==> src/rtl/inst_encoder.sv <==
// rtl/inst_encoder.sv - RV32I instruction encoder writing packed words into IMEM
module inst_encoder #(
    parameter int ADDR_W = 10,
    parameter int CNT_W  = 16
) (
    input  logic              clk,
    input  logic              rst,
    input  logic              base_load,
    input  logic [ADDR_W-1:0] base_addr,
    input  logic              req_valid,
    output logic              req_ready,
    input  logic [4:0]        req_op,
    input  logic [4:0]        req_rd,
    input  logic [4:0]        req_rs1,
    input  logic [4:0]        req_rs2,
    input  logic [31:0]       req_imm,
    output logic              imem_wen,
    output logic [ADDR_W-1:0] imem_addr,
    output logic [31:0]       imem_wdata,
    output logic              err_valid,
    output logic [1:0]        err_code,
    output logic [CNT_W-1:0]  wr_count
);

    typedef enum logic [1:0] {S_IDLE, S_ENC, S_WR} state_t;
    typedef enum logic [2:0] {F_R, F_I, F_SH, F_S, F_B, F_J, F_U, F_BAD} fmt_t;

    state_t      state;
    logic [4:0]  op_q, rd_q, rs1_q, rs2_q;
    logic [31:0] imm_q;

    fmt_t        fmt;
    logic [2:0]  f3;
    logic [6:0]  f7;
    logic [6:0]  opc;
    logic [31:0] enc_word;
    logic [1:0]  enc_err;
    logic        sx11, sx12, sx20;

    // Op id to instruction format, funct3, funct7 and major opcode
    always_comb begin
        fmt = F_BAD;
        f3  = 3'b000;
        f7  = 7'b0000000;
        opc = 7'b0000000;
        case (op_q)
            5'd0:  begin fmt = F_I;  f3 = 3'b010; opc = 7'b0000011; end
            5'd1:  begin fmt = F_S;  f3 = 3'b010; opc = 7'b0100011; end
            5'd2:  begin fmt = F_R;  f3 = 3'b000; end
            5'd3:  begin fmt = F_I;  f3 = 3'b000; opc = 7'b0010011; end
            5'd4:  begin fmt = F_R;  f3 = 3'b000; f7 = 7'b0100000; end
            5'd5:  begin fmt = F_R;  f3 = 3'b111; end
            5'd6:  begin fmt = F_R;  f3 = 3'b110; end
            5'd7:  begin fmt = F_R;  f3 = 3'b100; end
            5'd8:  begin fmt = F_I;  f3 = 3'b111; opc = 7'b0010011; end
            5'd9:  begin fmt = F_I;  f3 = 3'b110; opc = 7'b0010011; end
            5'd10: begin fmt = F_I;  f3 = 3'b100; opc = 7'b0010011; end
            5'd11: begin fmt = F_R;  f3 = 3'b001; end
            5'd12: begin fmt = F_R;  f3 = 3'b101; end
            5'd13: begin fmt = F_R;  f3 = 3'b101; f7 = 7'b0100000; end
            5'd14: begin fmt = F_SH; f3 = 3'b001; end
            5'd15: begin fmt = F_SH; f3 = 3'b101; end
            5'd16: begin fmt = F_SH; f3 = 3'b101; f7 = 7'b0100000; end
            5'd17: begin fmt = F_R;  f3 = 3'b010; end
            5'd18: begin fmt = F_R;  f3 = 3'b011; end
            5'd19: begin fmt = F_I;  f3 = 3'b010; opc = 7'b0010011; end
            5'd20: begin fmt = F_I;  f3 = 3'b011; opc = 7'b0010011; end
            5'd21: begin fmt = F_B;  f3 = 3'b000; end
            5'd22: begin fmt = F_B;  f3 = 3'b001; end
            5'd23: begin fmt = F_B;  f3 = 3'b100; end
            5'd24: begin fmt = F_B;  f3 = 3'b101; end
            5'd25: begin fmt = F_B;  f3 = 3'b110; end
            5'd26: begin fmt = F_B;  f3 = 3'b111; end
            5'd27: begin fmt = F_J;  end
            5'd28: begin fmt = F_I;  f3 = 3'b000; opc = 7'b1100111; end
            5'd29: begin fmt = F_U;  opc = 7'b0110111; end
            5'd30: begin fmt = F_U;  opc = 7'b0010111; end
            default: fmt = F_BAD;
        endcase
    end

    assign sx11 = (&imm_q[31:11]) | ~(|imm_q[31:11]);
    assign sx12 = (&imm_q[31:12]) | ~(|imm_q[31:12]);
    assign sx20 = (&imm_q[31:20]) | ~(|imm_q[31:20]);

    // Illegal op wins over the immediate range check
    always_comb begin
        enc_word = 32'd0;
        enc_err  = 2'b00;
        case (fmt)
            F_R: enc_word = {f7, rs2_q, rs1_q, f3, rd_q, 7'b0110011};
            F_I: begin
                enc_word = {imm_q[11:0], rs1_q, f3, rd_q, opc};
                if (!sx11) enc_err = 2'b10;
            end
            F_SH: begin
                enc_word = {f7, imm_q[4:0], rs1_q, f3, rd_q, 7'b0010011};
                if (|imm_q[31:5]) enc_err = 2'b10;
            end
            F_S: begin
                enc_word = {imm_q[11:5], rs2_q, rs1_q, 3'b010, imm_q[4:0], 7'b0100011};
                if (!sx11) enc_err = 2'b10;
            end
            F_B: begin
                enc_word = {imm_q[12], imm_q[10:5], rs2_q, rs1_q, f3,
                            imm_q[4:1], imm_q[11], 7'b1100011};
                if (!sx12 || imm_q[0]) enc_err = 2'b10;
            end
            F_J: begin
                enc_word = {imm_q[20], imm_q[10:1], imm_q[11], imm_q[19:12], rd_q, 7'b1101111};
                if (!sx20 || imm_q[0]) enc_err = 2'b10;
            end
            F_U: begin
                enc_word = {imm_q[31:12], rd_q, opc};
                if (|imm_q[11:0]) enc_err = 2'b10;
            end
            default: enc_err = 2'b01;
        endcase
    end

    always_ff @(posedge clk or posedge rst) begin
        if (rst) begin
            state      <= S_IDLE;
            req_ready  <= 1'b0;
            imem_wen   <= 1'b0;
            imem_addr  <= '0;
            imem_wdata <= 32'd0;
            err_valid  <= 1'b0;
            err_code   <= 2'b00;
            wr_count   <= '0;
            op_q       <= 5'd0;
            rd_q       <= 5'd0;
            rs1_q      <= 5'd0;
            rs2_q      <= 5'd0;
            imm_q      <= 32'd0;
        end else begin
            case (state)
                S_IDLE: begin
                    imem_wen  <= 1'b0;
                    err_valid <= 1'b0;
                    if (base_load) begin
                        imem_addr <= base_addr;
                        req_ready <= 1'b1;
                    end else if (req_valid && req_ready) begin
                        op_q      <= req_op;
                        rd_q      <= req_rd;
                        rs1_q     <= req_rs1;
                        rs2_q     <= req_rs2;
                        imm_q     <= req_imm;
                        req_ready <= 1'b0;
                        state     <= S_ENC;
                    end else begin
                        req_ready <= 1'b1;
                    end
                end
                S_ENC: begin
                    if (enc_err != 2'b00) begin
                        err_valid <= 1'b1;
                        err_code  <= enc_err;
                    end else begin
                        imem_wen   <= 1'b1;
                        imem_wdata <= enc_word;
                    end
                    state <= S_WR;
                end
                S_WR: begin
                    if (imem_wen) begin
                        imem_addr <= imem_addr + 1'b1;
                        if (wr_count != '1) wr_count <= wr_count + 1'b1;
                    end
                    imem_wen  <= 1'b0;
                    err_valid <= 1'b0;
                    req_ready <= 1'b1;
                    state     <= S_IDLE;
                end
                default: state <= S_IDLE;
            endcase
        end
    end

endmodule
==> config.mk <==
export PLATFORM = sky130hd
export DESIGN_NAME = inst_encoder
export DESIGN_NICKNAME = d
export VERILOG_FILES = /design/src/rtl/inst_encoder.sv
export SDC_FILE = /design/constraint.sdc
export NUM_CORES = 1
export LEC_CHECK = 0
export ABC_AREA = 1
export CAP_MARGIN = 20
export CORE_UTILIZATION = 57
export DETAILED_ROUTE_END_ITERATION = 12
export HOLD_SLACK_MARGIN = 0.12
export PLACE_DENSITY = 0.87
export SYNTH_ARGS = -nofsm -noshare
export SYNTH_HDL_FRONTEND = slang
export SYNTH_SLANG_ARGS = --single-unit
==> constraint.sdc <==
create_clock -name clk -period 8.4 [get_ports clk]
set_input_delay 1.68 -clock clk [delete_from_list [all_inputs] [get_ports clk]]
set_output_delay 1.68 -clock clk [all_outputs]
set_load 0.02 [all_outputs]
# --- Word level (Yosys, flattened, before mapping) ---
# Cells that the tools add are included.
totals:
  wordCells: 135
  in_bits: 66
  register_bits: 117
  out_inout_bits: 63
classes:
  mux: 24
  n_addsub: 2
  n_eq_ne: 45
  reduce_logical: 43
  bitwise_logic: 8
op_table:
  columns: ["cell", "count"]
  rows:
  - ["$pmux W32 S7", 1]
  - ["$eq A5 B5 Y1 const B", 15]
  - ["$pmux W3 S7", 2]
  - ["$pmux W7 S6", 1]
  - ["$eq A5 B4 Y1 const B", 8]
  - ["$reduce_or A27 Y1", 1]
  - ["$reduce_or A12 Y1", 2]
  - ["$reduce_and A21 Y1", 1]
  - ["$reduce_or A21 Y1", 1]
  - ["$eq A5 B3 Y1 const B", 4]
  - ["$mux W10", 2]
  - ["$pmux W10 S2", 1]
  - ["$reduce_and A20 Y1", 1]
  - ["$reduce_or A20 Y1", 1]
  - ["$reduce_or A3 Y1", 6]
  - ["$add A16 B1 Y16 const B", 1]
  - ["$ne A16 B16 Y1 const B", 1]
  - ["$mux W2", 7]
  - ["$ne A2 B2 Y1 const B", 6]
  - ["$pmux W2 S6", 1]
  - ["$reduce_and A12 Y1", 1]
  - ["$reduce_or A6 Y1", 2]
  - ["$add A10 B1 Y10 const B", 1]
  - ["$eq A5 B2 Y1 const B", 2]
  - ["26 further kinds", 53]

# --- Logic depth before layout (Yosys ltp) ---
logic_depth:
  ltp_word: 10
  ltp_mapped: 14

# --- Least setup slack after synthesis ---
# OpenSTA, ideal clock, no wires.
synth_timing:
  path_type: "input-to-reg"
  start: "input req_valid"
  end: "register imm_q[26]"
  arrival_ns: 2.646
  t_required_ns: 8.317
  path_buffers: 2
  path_stages: 8
  setup_slack_ns: 5.671
  path_cell_list: "nand2_1 > nor2_1 > nand2_1 > inv_1 > clkbuf_1 > clkbuf_1 > nand2_1 > o21ai_0"
synth_between:
  elab_chain_cells: 2
synth_rtl:
  columns: ["element", "line_no", "text"]
  rows:
  - ["start, declared", "10", "input logic req_valid,"]
  - ["$logic_and A1 B1 Y1", "144", "end else if (req_valid && req_ready) begin"]
  - ["$reduce_and A3 Y1 (no line)", null, null]
  - ["end signal, assigned", "149", "imm_q <= req_imm;"]
  - ["end, declared", "30", "logic [31:0] imm_q;"]
# Every way passes these cells.
# A chain may end at the register's enable or synchronous reset.

# --- Worst setup path in the final report ---
layout_timing:
  start: "input req_valid"
  end: "register imm_q[29]"
# The elaborated chain is that of the path after synthesis.

==> out/results.tsv <==
stage	metric	value	unit
clock_network	CTS tree	built	
detailed_routing	Final ANT Viol Nets	0	
detailed_routing	Via density	5.50	
clock_network	H-tree levels	4	
global_route	vias in the first global route	6382	
synthesis	Post-Synth Simple-Gate Area	38.3	%
global_route	first-pass GRT wire length	30.3	mm
power	leakage power	4.26	nW
timing	actual slew at the worst max-slew pin	0.974	ns
global_route	Total GRT Usage	33.4	%
setup_path	CP Max Fanout	51	
synthesis	Synth Area in Adders	0.378	%
detailed_routing	Initial DRC Count	776	
clock_network	post-CTS sizing	0	
synthesis	largest family of logic cells by synthesized area	simple AND/OR/NAND/NOR gates	
worst_hold_path	Worst Hold Class	flop to flop	
die	Die Wd	110	microns
synthesis	EDFF count, synth	0	
detailed_routing	Detailed Route WL	19.1	mm
die	Core Region	0.0111	sq mm
setup_path	Top cell by count, worst path	nand2_1	
timing	setup TNS	0	ns
timing	Final Max Slew Viols	0	
clock_network	CTS Hold Bufs	0	
synthesis	Yosys cell types	32	
clock_network	CTS Buffer Depth	2	
synthesis	Synth Area in XOR/XNOR	1.59	%
run_status	status	completed	
synthesis	syn_area_per_cell	6.73	sq um
setup_path	CP arrival	3.97	ns
finish	Fill cells	862	
detailed_routing	Vias	6886	
power	total power	2.48	mW
clock_network	Reg clk slew, reported paths	0.06	ns
timing	RSZ-0062 raised after global routing	no	
setup_path	CP Launch Type	input pin	
clock_network	clock tree sinks	116	
power	Peak VDD IR	182	uV
synthesis	post-synthesis mux area share	0.151	%
place	DP Cell Count	1221	
detailed_routing	drt first pass iters	5	
run	Max Cap Violations	0	
synthesis	synthesized flop and latch total	116	
global_route	initial antenna violation count	0	
clock_network	Clk Latency, worst-skew pair	0.42	ns
die	Cell Rows	38	
detailed_routing	routed len/inst	15.2	microns
place	dpl hpwl	13.5	mm
timing	Max Fclk	274	MHz
synthesis	share of the synthesized area in the top cell type	43.8	%
clock_network	Post-CTS Setup Inserts	0	
synthesis	complex-gate fraction of the synthesized area	8.37	%
synthesis	Syn Inst Count	984	
setup_path	Crit Path Class	input pin to flop	
setup_path	worst path required time	8.73	ns
synthesis	asr flop ratio synth	100	%
synthesis	Mapped Nets	1052	
synthesis	synth top area cells	dfrtp_1 44%, nand2_1 23%, nor2_1 6.0%	
synthesis	Seq/Total Area, Yosys	43.8	%
synthesis	area of the mapped netlist	0.00662	sq mm
finish	fin nets	1169	
finish	area grow syn2layout	29.2	%
synthesis	cell with the most instances after synthesis	nand2_1	
global_route	pin count of the biggest net entering global routing	84	
die	Ports	129	
die	Initial Util	59.8	%
clock_network	CTS Root Cell	clkbuf_16	
timing	Final setup viols	0	
place	routability cong.	0.986	
timing	worst slew margin relative to its limit	35.1	%
place	Buffers on Ports	128	
setup_path	max incr delay on CP	0.66	ns
setup_path	CP Cell Sequence	clkdlybuf4s50_1, nand2_1, nor2_1, nand2_1, inv_2, buf_12, nand2_1, o21ai_0	
timing	endpoints failing hold	0	
timing	final period utilization	43.4	%
synthesis	area leader, netlist	dfrtp_1	
timing	WHS	0.472	ns
die	die height	110	microns
detailed_routing	DRC viols	0	
clock_network	total CTS buffers	17	
setup_path	Crit-path slowest cell	inv_2	
synthesis	Top FF cell, synth	dfrtp_1	
power	pwr/cell area	290	mW/mm^2
finish	ANT cells	0	
finish	non-filler cells in the finished layout	1253	
synthesis	top cells by count, synth	397 x nand2_1, 116 x dfrtp_1, 106 x nor2_1	
synthesis	Syn. warnings	0	
timing	fin crit period	3.64	ns
setup_path	critical path endpoint category	flop	
timing	clk_skew	0.00560	ns
finish	ratio of cells with drive above 1 in the final layout	4.67	%
global_route	Remaining Overflow, GRT	0	
die	Die ar.	0.0121	sq mm
worst max-delay path: cells and delay by family:
kind / cells / cell delay, ns
buf+inv: 3 / 1.41
compound gates: 1 / 0.09
simple gates: 4 / 0.78
placed cells by master, fill, tap and decap left out, types with 2 or more instances in the layout:
cell / n
bufinv_16: 2
nand4_1: 12
clkbuf_16: 17
nor2_2: 4
clkinv_2: 4
nor4_1: 2
clkdlybuf4s50_1: 128
inv_1: 81
inv_2: 8
xor2_1: 6
o211ai_1: 3
buf_4: 3
nand2_1: 397
o21ai_0: 75
nand3b_1: 6
nor2_1: 106
or2_2: 2
nor3_1: 12
clkinvlp_4: 2
ha_1: 2
nand3_1: 75
a31oi_1: 4
o21ai_1: 2
nand3_2: 3
dfrtp_1: 116
a21oi_1: 20
clkbuf_8: 3
xnor2_1: 6
clkbuf_1: 2
registers in the layout (all words and copies together), names as in the netlist, 2 cells and up:
name	count
state	2
imm_q	32
rs2_q	5
op_q	5
err_code	2
rs1_q	5
imem_wdata	31
imem_addr	10
rd_q	5
wr_count	16
area by class of cell:
class	count	area (sq um)	area share, %
clock buffers	22	474	5.54
clock inverters	9	104	1.21
inverters	91	344	4.02
multi-input cells	743	3230	37.8
flip-flops and latches	116	2900	33.9
well taps	140	175	2.05
repair buffers	132	1320	15.5
metrics by stage:
step | cell area (sq um) | worst slack [ns] | util (%)
after floorplan | 6620 | 3.65 | -
after global placement | 7960 | 4.17 | 71.8
after detailed placement | 7960 | 4.03 | 71.8
after CTS | 8530 | 4.45 | 77.0
after global routing | 8550 | 4.56 | 77.2
final | 8550 | 4.76 | 77.2
worst paths after layout:
| kind | from | endpoint | slack (ns) | depth (start not counted) |
|---|---|---|---|---|
| max in group asynchronous | rst | imm_q[2]$_DFFE_PP0P_ | 5.40 | 3 |
| worst max register to register | op_q[4]$_DFFE_PP0P_ | imem_wdata[4]$_DFFE_PP0P_ | 4.83 | 12 |
| worst min register to register | imem_wdata[9]$_DFFE_PP0P_ | imem_wdata[9]$_DFFE_PP0P_ | 0.47 | 2 |
| worst min-delay path | imem_wdata[9]$_DFFE_PP0P_ | imem_wdata[9]$_DFFE_PP0P_ | 0.47 | 2 |
| min in group asynchronous | rst | wr_count[0]$_DFFE_PP0P_ | 1.64 | 2 |
| worst max-delay path | req_valid | imm_q[29]$_DFFE_PP0P_ | 4.76 | 8 |
where the power goes:
group	leakage, nW	internal, mW	total (mW)	switching, mW
clock	0.282	0.456	0.710	0.254
combinational	2.51	0.337	0.924	0.587
sequential	1.47	0.698	0.843	0.145
total	4.26	1.49	2.48	0.986
cell families (layout without fill, tap and decap cells):
group / after synthesis / count (layout)
AOI/OAI and AO/OA: 107 / 107
xor gates and xnor gates: 12 / 12
adders and majority gates: 2 / 2
buffers and inverters: 125 / 254
DFF: 116 / 116
muxes: 1 / 1
and+or+nand+nor: 621 / 621
layer usage:
metal	global-route usage, %	wire, microns	vias to the layer above
met5	0	0	-
met1	44.8	8290	3159
met3	6.58	1550	51
met4	15.0	529	0
met2	52.3	8730	332
li1	-	-	3344
(Power assumes the default switching activity.)
